`src/rtl/lsu_pkg.sv`:
```
// Shared constants, state encoding and access-decoding helpers for the load/store sequencer.
package lsu_pkg;

  localparam int XLEN  = 32;
  localparam int NBYTE = XLEN / 8;

  localparam logic [2:0] F3_B  = 3'b000;
  localparam logic [2:0] F3_H  = 3'b001;
  localparam logic [2:0] F3_W  = 3'b010;
  localparam logic [2:0] F3_BU = 3'b100;
  localparam logic [2:0] F3_HU = 3'b101;

  typedef enum logic [1:0] {
    IDLE = 2'd0,
    REQ  = 2'd1,
    DONE = 2'd2,
    ERR  = 2'd3
  } lsu_state_e;

  // funct3[1:0] carries the access size for every legal encoding (00 byte, 01 half, 10 word).
  function automatic logic access_legal(input logic we, input logic [2:0] f3,
                                        input logic [1:0] off);
    logic f3_ok;
    logic align_ok;
    if (we) f3_ok = (f3 == F3_B) || (f3 == F3_H) || (f3 == F3_W);
    else    f3_ok = (f3 == F3_B) || (f3 == F3_H) || (f3 == F3_W) ||
                    (f3 == F3_BU) || (f3 == F3_HU);
    case (f3[1:0])
      2'b00:   align_ok = 1'b1;
      2'b01:   align_ok = ~off[0];
      2'b10:   align_ok = (off == 2'b00);
      default: align_ok = 1'b0;
    endcase
    return f3_ok & align_ok;
  endfunction

  function automatic logic [NBYTE-1:0] byte_mask(input logic [2:0] f3, input logic [1:0] off);
    logic [NBYTE-1:0] m;
    case (f3[1:0])
      2'b00:   m = 4'b0001 << off;
      2'b01:   m = 4'b0011 << off;
      default: m = 4'b1111;
    endcase
    return m;
  endfunction

  function automatic logic [XLEN-1:0] lane_replicate(input logic [2:0] f3,
                                                     input logic [XLEN-1:0] wdata);
    logic [XLEN-1:0] r;
    case (f3[1:0])
      2'b00:   r = {4{wdata[7:0]}};
      2'b01:   r = {2{wdata[15:0]}};
      default: r = wdata;
    endcase
    return r;
  endfunction

endpackage

```
`src/rtl/lsu_if.sv`:
```
// Request channel (control -> LSU) and data-memory channel (LSU -> dmem) bundles.
interface lsu_req_if;
  import lsu_pkg::*;

  logic            req_valid;
  logic            req_ready;
  logic            req_we;
  logic [2:0]      req_funct3;
  logic [XLEN-1:0] req_addr;
  logic [XLEN-1:0] req_wdata;

  modport master (output req_valid, req_we, req_funct3, req_addr, req_wdata,
                  input  req_ready);
  modport slave  (input  req_valid, req_we, req_funct3, req_addr, req_wdata,
                  output req_ready);
endinterface

interface lsu_dmem_if;
  import lsu_pkg::*;

  logic [XLEN-1:0]  dmem_addr;
  logic [NBYTE-1:0] dmem_rmask;
  logic [NBYTE-1:0] dmem_wmask;
  logic [XLEN-1:0]  dmem_wdata;
  logic             dmem_resp;
  logic [XLEN-1:0]  dmem_rdata;

  modport master (output dmem_addr, dmem_rmask, dmem_wmask, dmem_wdata,
                  input  dmem_resp, dmem_rdata);
  modport slave  (input  dmem_addr, dmem_rmask, dmem_wmask, dmem_wdata,
                  output dmem_resp, dmem_rdata);
endinterface

```
`src/rtl/lsu_load_align.sv`:
```
// Extracts the addressed byte/half from a dmem read word and produces all five load views.
module lsu_load_align
  import lsu_pkg::*;
(
  input  logic [XLEN-1:0] rdata,
  input  logic [1:0]      offset,
  output logic [XLEN-1:0] lb,
  output logic [XLEN-1:0] lh,
  output logic [XLEN-1:0] lw,
  output logic [XLEN-1:0] lbu,
  output logic [XLEN-1:0] lhu
);

  logic [7:0]  byte_sel;
  logic [15:0] half_sel;

  always_comb begin
    byte_sel = rdata[7:0];
    case (offset)
      2'd0: byte_sel = rdata[7:0];
      2'd1: byte_sel = rdata[15:8];
      2'd2: byte_sel = rdata[23:16];
      2'd3: byte_sel = rdata[31:24];
      default: byte_sel = rdata[7:0];
    endcase
  end

  // Half lane follows addr[1] even for byte loads; the mux picks the view it needs.
  assign half_sel = offset[1] ? rdata[31:16] : rdata[15:0];

  assign lb  = {{24{byte_sel[7]}}, byte_sel};
  assign lbu = {24'd0, byte_sel};
  assign lh  = {{16{half_sel[15]}}, half_sel};
  assign lhu = {16'd0, half_sel};
  assign lw  = rdata;

endmodule

```
`src/rtl/lsu_ctrl.sv`:
```
// Load/store sequencer: accepts one access, drives the word-aligned dmem request,
// waits for the response and registers the aligned load results.
//
//   state | meaning
//   IDLE  | ready for a request; masks off
//   REQ   | dmem request driven, waiting for dmem_resp
//   DONE  | load results valid, commit cycle (no stall)
//   ERR   | misaligned / illegal funct3, one-cycle lsu_err
module lsu_ctrl
  import lsu_pkg::*;
(
  input  logic            clk,
  input  logic            rst_n,
  lsu_req_if.slave        req,
  lsu_dmem_if.master      dmem,
  output logic [XLEN-1:0] lb,
  output logic [XLEN-1:0] lh,
  output logic [XLEN-1:0] lw,
  output logic [XLEN-1:0] lbu,
  output logic [XLEN-1:0] lhu,
  output logic            mem_stall,
  output logic            lsu_err
);

  lsu_state_e state_q, state_d;

  logic            we_q, we_d;
  logic [2:0]      f3_q, f3_d;
  logic [XLEN-1:0] addr_q, addr_d;
  logic [XLEN-1:0] wdata_q, wdata_d;

  logic [XLEN-1:0] lb_q, lb_d;
  logic [XLEN-1:0] lh_q, lh_d;
  logic [XLEN-1:0] lw_q, lw_d;
  logic [XLEN-1:0] lbu_q, lbu_d;
  logic [XLEN-1:0] lhu_q, lhu_d;

  logic            req_legal;
  logic            in_req;
  logic [XLEN-1:0] al_lb, al_lh, al_lw, al_lbu, al_lhu;

  assign req_legal = access_legal(req.req_we, req.req_funct3, req.req_addr[1:0]);
  assign in_req    = (state_q == REQ);

  lsu_load_align u_align (
    .rdata  (dmem.dmem_rdata),
    .offset (addr_q[1:0]),
    .lb     (al_lb),
    .lh     (al_lh),
    .lw     (al_lw),
    .lbu    (al_lbu),
    .lhu    (al_lhu)
  );

  always_comb begin
    state_d = state_q;
    case (state_q)
      IDLE: if (req.req_valid) state_d = req_legal ? REQ : ERR;
      REQ:  if (dmem.dmem_resp) state_d = DONE;
      DONE: state_d = IDLE;
      ERR:  state_d = IDLE;
      default: state_d = IDLE;
    endcase
  end

  always_comb begin
    we_d    = we_q;
    f3_d    = f3_q;
    addr_d  = addr_q;
    wdata_d = wdata_q;
    if ((state_q == IDLE) && req.req_valid && req_legal) begin
      we_d    = req.req_we;
      f3_d    = req.req_funct3;
      addr_d  = req.req_addr;
      wdata_d = req.req_wdata;
    end
  end

  // Results update for every completed load regardless of width; stores leave them alone.
  always_comb begin
    lb_d  = lb_q;
    lh_d  = lh_q;
    lw_d  = lw_q;
    lbu_d = lbu_q;
    lhu_d = lhu_q;
    if (in_req && dmem.dmem_resp && !we_q) begin
      lb_d  = al_lb;
      lh_d  = al_lh;
      lw_d  = al_lw;
      lbu_d = al_lbu;
      lhu_d = al_lhu;
    end
  end

  always_ff @(posedge clk or negedge rst_n) begin
    if (!rst_n) begin
      state_q <= IDLE;
      we_q    <= 1'b0;
      f3_q    <= 3'd0;
      addr_q  <= '0;
      wdata_q <= '0;
      lb_q    <= '0;
      lh_q    <= '0;
      lw_q    <= '0;
      lbu_q   <= '0;
      lhu_q   <= '0;
    end else begin
      state_q <= state_d;
      we_q    <= we_d;
      f3_q    <= f3_d;
      addr_q  <= addr_d;
      wdata_q <= wdata_d;
      lb_q    <= lb_d;
      lh_q    <= lh_d;
      lw_q    <= lw_d;
      lbu_q   <= lbu_d;
      lhu_q   <= lhu_d;
    end
  end

  // dmem drive is decoded from state_q so an async reset drops it without a clock.
  always_comb begin
    dmem.dmem_addr  = '0;
    dmem.dmem_rmask = '0;
    dmem.dmem_wmask = '0;
    dmem.dmem_wdata = '0;
    if (in_req) begin
      dmem.dmem_addr  = {addr_q[XLEN-1:2], 2'b00};
      dmem.dmem_wdata = lane_replicate(f3_q, wdata_q);
      if (we_q) dmem.dmem_wmask = byte_mask(f3_q, addr_q[1:0]);
      else      dmem.dmem_rmask = byte_mask(f3_q, addr_q[1:0]);
    end
  end

  assign req.req_ready = (state_q == IDLE);
  assign mem_stall     = ((state_q == IDLE) && req.req_valid && req_legal) || in_req;
  assign lsu_err       = (state_q == ERR);

  assign lb  = lb_q;
  assign lh  = lh_q;
  assign lw  = lw_q;
  assign lbu = lbu_q;
  assign lhu = lhu_q;

endmodule
```
`src/flat_wrapper.sv`:
```
// flat-port wrapper written by rule: the top's interface ports become plain ports
module lsu_ctrl_flat import lsu_pkg::*;
  (clk, rst_n, lb, lh, lw, lbu, lhu, mem_stall, lsu_err, req_req_valid, req_req_we, req_req_funct3, req_req_addr, req_req_wdata, req_req_ready, dmem_dmem_addr, dmem_dmem_rmask, dmem_dmem_wmask, dmem_dmem_wdata, dmem_dmem_resp, dmem_dmem_rdata);
  lsu_req_if req_i ();
  lsu_dmem_if dmem_i ();
  input  logic clk;
  input  logic rst_n;
  output logic [XLEN-1:0] lb;
  output logic [XLEN-1:0] lh;
  output logic [XLEN-1:0] lw;
  output logic [XLEN-1:0] lbu;
  output logic [XLEN-1:0] lhu;
  output logic mem_stall;
  output logic lsu_err;
  input wire logic [$bits(req_i.req_valid)-1:0] req_req_valid;
  input wire logic [$bits(req_i.req_we)-1:0] req_req_we;
  input wire logic [$bits(req_i.req_funct3)-1:0] req_req_funct3;
  input wire logic [$bits(req_i.req_addr)-1:0] req_req_addr;
  input wire logic [$bits(req_i.req_wdata)-1:0] req_req_wdata;
  output wire logic [$bits(req_i.req_ready)-1:0] req_req_ready;
  output wire logic [$bits(dmem_i.dmem_addr)-1:0] dmem_dmem_addr;
  output wire logic [$bits(dmem_i.dmem_rmask)-1:0] dmem_dmem_rmask;
  output wire logic [$bits(dmem_i.dmem_wmask)-1:0] dmem_dmem_wmask;
  output wire logic [$bits(dmem_i.dmem_wdata)-1:0] dmem_dmem_wdata;
  input wire logic [$bits(dmem_i.dmem_resp)-1:0] dmem_dmem_resp;
  input wire logic [$bits(dmem_i.dmem_rdata)-1:0] dmem_dmem_rdata;
  assign req_i.req_valid = req_req_valid;
  assign req_i.req_we = req_req_we;
  assign req_i.req_funct3 = req_req_funct3;
  assign req_i.req_addr = req_req_addr;
  assign req_i.req_wdata = req_req_wdata;
  assign req_req_ready = req_i.req_ready;
  assign dmem_dmem_addr = dmem_i.dmem_addr;
  assign dmem_dmem_rmask = dmem_i.dmem_rmask;
  assign dmem_dmem_wmask = dmem_i.dmem_wmask;
  assign dmem_dmem_wdata = dmem_i.dmem_wdata;
  assign dmem_i.dmem_resp = dmem_dmem_resp;
  assign dmem_i.dmem_rdata = dmem_dmem_rdata;
  lsu_ctrl u_core (.clk(clk), .rst_n(rst_n), .req(req_i), .dmem(dmem_i), .lb(lb), .lh(lh), .lw(lw), .lbu(lbu), .lhu(lhu), .mem_stall(mem_stall), .lsu_err(lsu_err));
endmodule
```
`config.mk`:
```
export PLATFORM = sky130hd
export DESIGN_NAME = lsu_ctrl_flat
export DESIGN_NICKNAME = d
export VERILOG_FILES = /design/src/rtl/lsu_pkg.sv /design/src/rtl/lsu_if.sv /design/src/rtl/lsu_load_align.sv /design/src/rtl/lsu_ctrl.sv /design/src/flat_wrapper.sv
export SDC_FILE = /design/constraint.sdc
export NUM_CORES = 1
export LEC_CHECK = 0
export BUFFER_PORTS_ARGS = -buffer_cell sky130_fd_sc_hd__buf_2
export CAP_MARGIN = 20
export CORE_AREA = 2 2 132 134
export CTS_BUF_LIST = sky130_fd_sc_hd__clkbuf_4
export DETAILED_ROUTE_END_ITERATION = 10
export DIE_AREA = 0 0 134 136
export PLACE_DENSITY = 0.74
export SLEW_MARGIN = 15
export SYNTH_ARGS = -nofsm -noshare
export SYNTH_HDL_FRONTEND = slang
export SYNTH_SLANG_ARGS = --single-unit
```
`constraint.sdc`:
```
create_clock -name clk -period 1.55 [get_ports clk]
set_input_delay 0.0775 -clock clk [delete_from_list [all_inputs] [get_ports clk]]
set_output_delay 0.0775 -clock clk [all_outputs]
set_load 0.005 [all_outputs]
```
==> results of run 1 <==
kinds of logic (layout without fill, tap and decap cells):
logic type      after synthesis  in the layout  share of synthesized area (%)
mux                         155            155                           27.9
buf+inv                     138            510                           14.3
flops                       125            125                           46.7
simple gates                104            104                           7.92
compound gates               38             38                           3.10
other cells                   1             43                         0.0560
worst register-to-register path, cell delays in order, from the launching register on:
cell,delay [ns]
dfrtp_2,0.48
buf_6,0.14
nor4bb_4,0.27
buf_6,0.21
buf_12,0.13
buf_16,0.13
mux2_4,0.30
cell type report:
class,instances,area (sq um),share of cell area [%]
well taps,225,282,2.59
flip-flops and latches,125,3140,28.9
diodes,1,2.50,0.0230
inverters,1,3.75,0.0346
repair buffers,477,3810,35.1
clock inverters,15,189,1.74
multi-input cells,339,3310,30.5
clock buffers,17,128,1.17
cell usage in the layout (no fill, tap or decap), types with 21 or more instances in the layout:
master and instances:
dlygate4sd3_1 103, mux2i_1 28, mux2_4 60, buf_4 23, and2_4 28, buf_2 264, buf_6 50, nor2_1 21
mux2_2 55, dfrtp_1 118, conb_1 42
state kept, by name, summed over array words and instances (netlist names):
name / count
u_core.we_q: 1
u_core.lbu: 8
u_core.state_q: 2
u_core.lw: 32
u_core.f3_q: 2
u_core.lh: 16
u_core.wdata_q: 32
u_core.addr_q: 32
worst paths after layout:
path                            slack (ns)                     startpoint                       endpoint
max in group asynchronous             0.19                          rst_n     u_core.f3_q[0]$_DFFE_PN0P_
worst min register to register        0.52      u_core.lw[30]$_DFFE_PN0P_      u_core.lw[30]$_DFFE_PN0P_
worst max-delay path                 -0.36     u_core.f3_q[0]$_DFFE_PN0P_            dmem_dmem_wdata[31]
worst min-delay path                  0.12                          rst_n  u_core.addr_q[22]$_DFFE_PN0P_
min in group clk                      0.26                req_req_addr[0]  u_core.state_q[1]$_DFFE_PN0P_
worst max register to register       -0.22  u_core.state_q[1]$_DFFE_PN0P_       u_core.lw[1]$_DFFE_PN0P_
repair_timing:
item	in CTS	in global routing
hold buffers	103	0
setup buffers	27	20
gates cloned	12	3
hold endpoints to repair	249	0
gates resized for setup	118	141
pin swaps	13	37
setup endpoints to repair	157	196
per-stage QoR:
step	setup slack, ns	instance area (sq um)	total power [mW]	setup TNS (ns)
global route	-0.440	10900	22.0	-35.87
finish	-0.355	10900	20.9	-24.53
detailed placement	-0.0773	8040	14.3	-2.26
floorplan	0.0183	6850	11.5	0
CTS	-0.344	10300	19.2	-27.84
global placement	-0.0223	8040	14.0	-0.408
power by group:
group / switching (mW) / internal (mW)
registers: 1.56 / 4.92
logic: 4.69 / 7.17
clock network: 1.42 / 1.14
total: 7.66 / 13.2
per-layer routing:
metal | wire (um) | track usage, % | share of wire, %
met1 | 8540 | 27.1 | 37
met2 | 12000 | 40.9 | 51
met4 | 977 | 11.7 | 4.2
met3 | 1870 | 6.82 | 8.0
met5 | 0 | 0 | 0
==> results_dict.tcl, run 1 <==
set metrics [dict create \
    portBuffers 296 \
    die_h_um 136 \
    first_global_vias 5967 \
    gp_congestion 0.790 \
    setup_viol 141 \
    fp.dieW_um 134 \
    dieArea_sq_mm 0.0182 \
    worstPathBufferInverterCount 2 \
    fin_skew_ns 0.0225 \
    postSynth.asyncResetShare_pct 100 \
    wire_per_inst_um 19.5 \
    post-route-period-util_pct 123 \
    end_kind "output port" \
    slowest_stage "dfrtp_2" \
    drv_cap 0 \
    slew_headroom_pct 48.3 \
    p_leak_nw 5.34 \
    synth.most_common_cell "dfrtp_1" \
    hold_path_class "in -> async" \
    vias 5813 \
    pin_count 339 \
    fin_crit_ns 1.91 \
    clock-sinks 125 \
    finish.utilization_pct 64.4 \
    path_class "reg -> out" \
    nNetsFinal 1065 \
    crit_family "multiplexers" \
    cts-root-buf "clkbuf_4" \
    vdd_drop_max_uv 1050 \
    yosysWarnings 0 \
    synth-seq-area-share_pct 46.7 \
    grt-ovfl-total 0 \
    dr.pass1.iters 4 \
    synth_area_per_cell_sq_um 11.9 \
    initial_utilization_pct 39.7 \
    setup_ws_ns -0.355 \
    violations "setup timing" \
    yosys_most_used_dff "dfrtp_1" \
    max_stage_delay_ns 0.44 \
    fill_cells 1240 \
    clkSlewWorstSetupHoldPaths_ns 0.14 \
    required_ns 1.47 \
    synth_area_sq_mm 0.00670 \
    netlist_instances 561 \
    status "complete, but fails checks" \
    grt_pass1_wl_um 32800 \
    rows 48 \
    drtIter0Drc 206 \
    synthTopCellsByArea "dfrtp_1, mux2_2, buf_4, mux2i_1, mux2_4" \
    synth_top_area_share_pct 46.7 \
    gr-usage-all-layers_pct 23.7 \
    cts_tree "done" \
    grt_max_degree 45 \
    hpwl_um 13300 \
    start_kind "register" \
    drc 0 \
    coreArea_sq_mm 0.0169 \
    cts_htree_levels 4 \
    cts_buffers 17 \
    synth_edf_count 0 \
    cp_cell_sequence "buf_6 -> mux2_2 -> mux2i_1 -> nor2_1 -> buf_2" \
    synthTopCellsByCount "dfrtp_1, buf_4, mux2_2" \
    clock_latency_ns 0.56 \
    drive_above_1_share_pct 63.6 \
    placed_cells 1018 \
    powerDensity_mw_per_mm2 1920 \
    synth_largest_area_cell "dfrtp_1" \
    ys_types 27 \
    stdcell_count 1200 \
    fmax_mhz 525 \
    rsz0062_at_grt "yes" \
    antenna_found_initial 1 \
    syn_to_final_growth_pct 62.3 \
    path_max_fanout 6 \
    routed_via_density 4.84 \
    finalHoldViolCount 0 \
    report.final.slew_viol_count 0 \
    fin_hold_ws_ns 0.115 \
    worstRegToRegCells 6 \
    ant_nets 0 \
    clock_path_buffers 2 \
    synth-seq-cells 125 \
    tightest_slew_ns 0.774 \
    crit_cells 5 \
    totalWireLength_um 23400 \
    arrival_ns 1.83 \
]
No activity file was read; power rests on OpenSTA's default activity.
==> run 2, diff against run 1 <==
ABC_AREA = 1   (was default)
BUFFER_PORTS_ARGS = -buffer_cell sky130_fd_sc_hd__buf_4   (was -buffer_cell sky130_fd_sc_hd__buf_2)
CORE_AREA = 2 2 133 135   (was 2 2 132 134)
DIE_AREA = 0 0 135 137   (was 0 0 134 136)
==> run 2 against run 1 <==
The run still ends with setup timing left. Combinational power is essentially flat. Highest routed layer unchanged. Global-route usage grew 1.3 points. Clock power shrank 17%.
==> results_dict.tcl, run 2 <==
set metrics [dict create \
    status "complete, but fails checks" \
    vias 7593 \
    cts_htree_levels 4 \
    synth-seq-cells 125 \
    synth-simple-area-share_pct 27.2 \
    finalHoldViolCount 0 \
    synth_largest_area_cell "dfrtp_1" \
    report.final.slew_viol_count 0 \
    yosys_most_used_dff "dfrtp_1" \
    required_ns 1.47 \
    drive_above_1_share_pct 37.2 \
    drtIter0Drc 596 \
    grt-ovfl-total 0 \
    synth_area_sq_mm 0.00676 \
    synthTopCellsByCount "nand2_1, dfrtp_1, buf_4" \
    hold_path_class "in -> reg" \
    routed_via_density 5.06 \
    reg2reg_from "u_core.state_q[1]$_DFFE_PN0P_" \
    totalWireLength_um 26800 \
    dieArea_sq_mm 0.0185 \
    path_max_fanout 26 \
    drv_cap 0 \
    drc 0 \
    synth_area_per_cell_sq_um 7.52 \
    placed_cells 1335 \
    postSynth.asyncResetShare_pct 100 \
    rsz0062_at_grt "yes" \
    final_cell_mix "buf_4, nand2_1, dfrtp_1" \
    hpwl_um 14700 \
    synthMuxAreaShare_pct 0 \
    antenna_found_initial 1 \
    post-route-period-util_pct 117 \
    setup_viol 73 \
    setup_ws_ns -0.271 \
    regToRegEndpoint "u_core.wdata_q[15]$_DFFE_PN0P_" \
    vdd_drop_max_uv 1120 \
    pin_count 339 \
    nNetsFinal 1367 \
    gp_congestion 0.888 \
    grt_max_degree 60 \
    cts-root-buf "clkbuf_4" \
    fin_skew_ns 0.0170 \
    fin_crit_ns 1.82 \
    rrSetupSlack_ns -0.01 \
    dr.pass1.iters 5 \
    synth_top_area_share_pct 46.3 \
    hold_path_end "u_core.addr_q[18]$_DFFE_PN0P_" \
    yosysWarnings 0 \
    clock_path_buffers 2 \
    synth-seq-area-share_pct 46.3 \
    p_leak_nw 5.92 \
    ant_nets 0 \
    synth_edf_count 0 \
    die_h_um 137 \
    first_global_vias 6805 \
    stdcell_count 1501 \
    rows 48 \
    fmax_mhz 549 \
    syn_to_final_growth_pct 62.5 \
    finish.utilization_pct 64.4 \
    p_total_mw 19.8 \
    layout_commonest_cell "buf_4" \
    grt_pass1_wl_um 35500 \
    synthTopCellsByArea "dfrtp_1, nand2_1, buf_4, nand3_1, inv_1" \
    clkSlewWorstSetupHoldPaths_ns 0.13 \
    violations "setup timing" \
    synthAdderAreaFrac_pct 0 \
    netlist_instances 898 \
    worstRegToRegCells 9 \
    gr-usage-all-layers_pct 25.1 \
    cts_buffers 17 \
    end_kind "output port" \
    holdPathStages 7 \
    fp.dieW_um 135 \
    powerDensity_mw_per_mm2 1810 \
    initial_utilization_pct 39.6 \
    clock_latency_ns 0.54 \
    wire_per_inst_um 17.9 \
    synth.most_common_cell "nand2_1" \
    clock-sinks 125 \
    fin_tns_setup_ns -14.28 \
    hold_start "req_req_funct3[2]" \
    synth_compound_area_share_pct 5.74 \
    ys_types 20 \
    fill_cells 1285 \
    portBuffers 296 \
    arrival_ns 1.74 \
    synth_xor_area_share_pct 0 \
    path_class "reg -> out" \
    cts_tree "done" \
    synth_top_family_by_area "simple AND/OR/NAND/NOR gates" \
    coreArea_sq_mm 0.0171 \
    start_kind "register" \
]
run 2: cell count changes after synthesis, sizes merged, moves of 8 or more:
cell / before / now
buf: 126 / 136
mux2i: 32 / 0
o21ai: 9 / 48
mux2: 115 / 0
mux4: 8 / 0
and2: 39 / 0
o22ai: 0 / 8
nor2: 40 / 69
inv: 1 / 91
a21oi: 27 / 18
nand2: 12 / 275
nand3: 0 / 106
run 2: layout make-up:
class | instances | area, sq um | area share [%]
timing repair buffer | 457 | 4190 | 38.1
sequential | 125 | 3130 | 28.5
multi-input combinational | 568 | 2760 | 25.1
inverter | 94 | 375 | 3.42
tap | 225 | 282 | 2.56
clock buffer | 17 | 128 | 1.16
clock inverter | 14 | 120 | 1.09
antenna | 1 | 2.50 | 0.0228
run 2: worst max path at each step:
| stage | from | end | slack [ns] | depth (start not counted) |
|---|---|---|---|---|
| floorplan | u_core.state_q[0]$_DFFE_PN0P_ | u_core.wdata_q[10]$_DFFE_PN0P_ | 0.27 | 8 |
| global placement | u_core.state_q[1]$_DFFE_PN0P_ | dmem_dmem_wdata[30] | 0.18 | 7 |
| detailed placement | u_core.state_q[1]$_DFFE_PN0P_ | u_core.lw[24]$_DFFE_PN0P_ | 0.14 | 7 |
| CTS | u_core.state_q[1]$_DFFE_PN0P_ | dmem_dmem_wdata[8] | -0.29 | 7 |
| global route | u_core.f3_q[1]$_DFFE_PN0P_ | dmem_dmem_wdata[25] | -0.42 | 5 |
| finish | u_core.f3_q[1]$_DFFE_PN0P_ | dmem_dmem_wdata[25] | -0.27 | 5 |
run 2: timing repair:
item | CTS | global route
endpoints found under the hold margin | 250 | 0
cloned | 4 | 12
setup endpoints to repair | 89 | 163
pin swaps | 9 | 16
hold buffers | 103 | 0
setup buffers | 9 | 8
gates resized for setup | 57 | 105
run 2: cells by family after synthesis:
group	after synthesis
flip-flops	125
other	1
buffers and inverters	246
AND/OR/NAND/NOR	451
AO/OA/AOI/OAI	75
run 2: power breakdown:
part           total, mW  internal, mW  switching, mW
clock               2.12         0.786           1.34
sequential          6.13          4.77           1.36
combinational       11.6          5.77           5.82
total               19.8          11.3           8.52
run 2: worst max-delay path: stages (launching register included):
cell	delay [ns]
dfrtp_1	0.41
clkinv_4	0.11
buf_12	0.18
o22ai_1	0.29
nor2_4	0.07
buf_4	0.15
run 2: through the flow:
stage	hold slack, ns	setup WS (ns)	instance area (sq um)
2_1_floorplan	-0.218	0.271	6910
3_3_place_gp	0.0220	0.184	8700
3_5_place_dp	0.0228	0.144	8700
4_1_cts	0.157	-0.290	10300
5_1_grt	0.215	-0.418	11000
6_report	0.216	-0.271	11000
run 2: layer usage:
layer  share of wire (%)  vias up  wire, um  global-route usage [%]
li1                    -     3374         -                       -
met5                   0        -         0                       0
met4                 4.8        0      1270                    11.0
met3                 9.2      112      2460                    7.00
met1                  35     3585      9270                    28.4
met2                  51      522     13800                    44.2
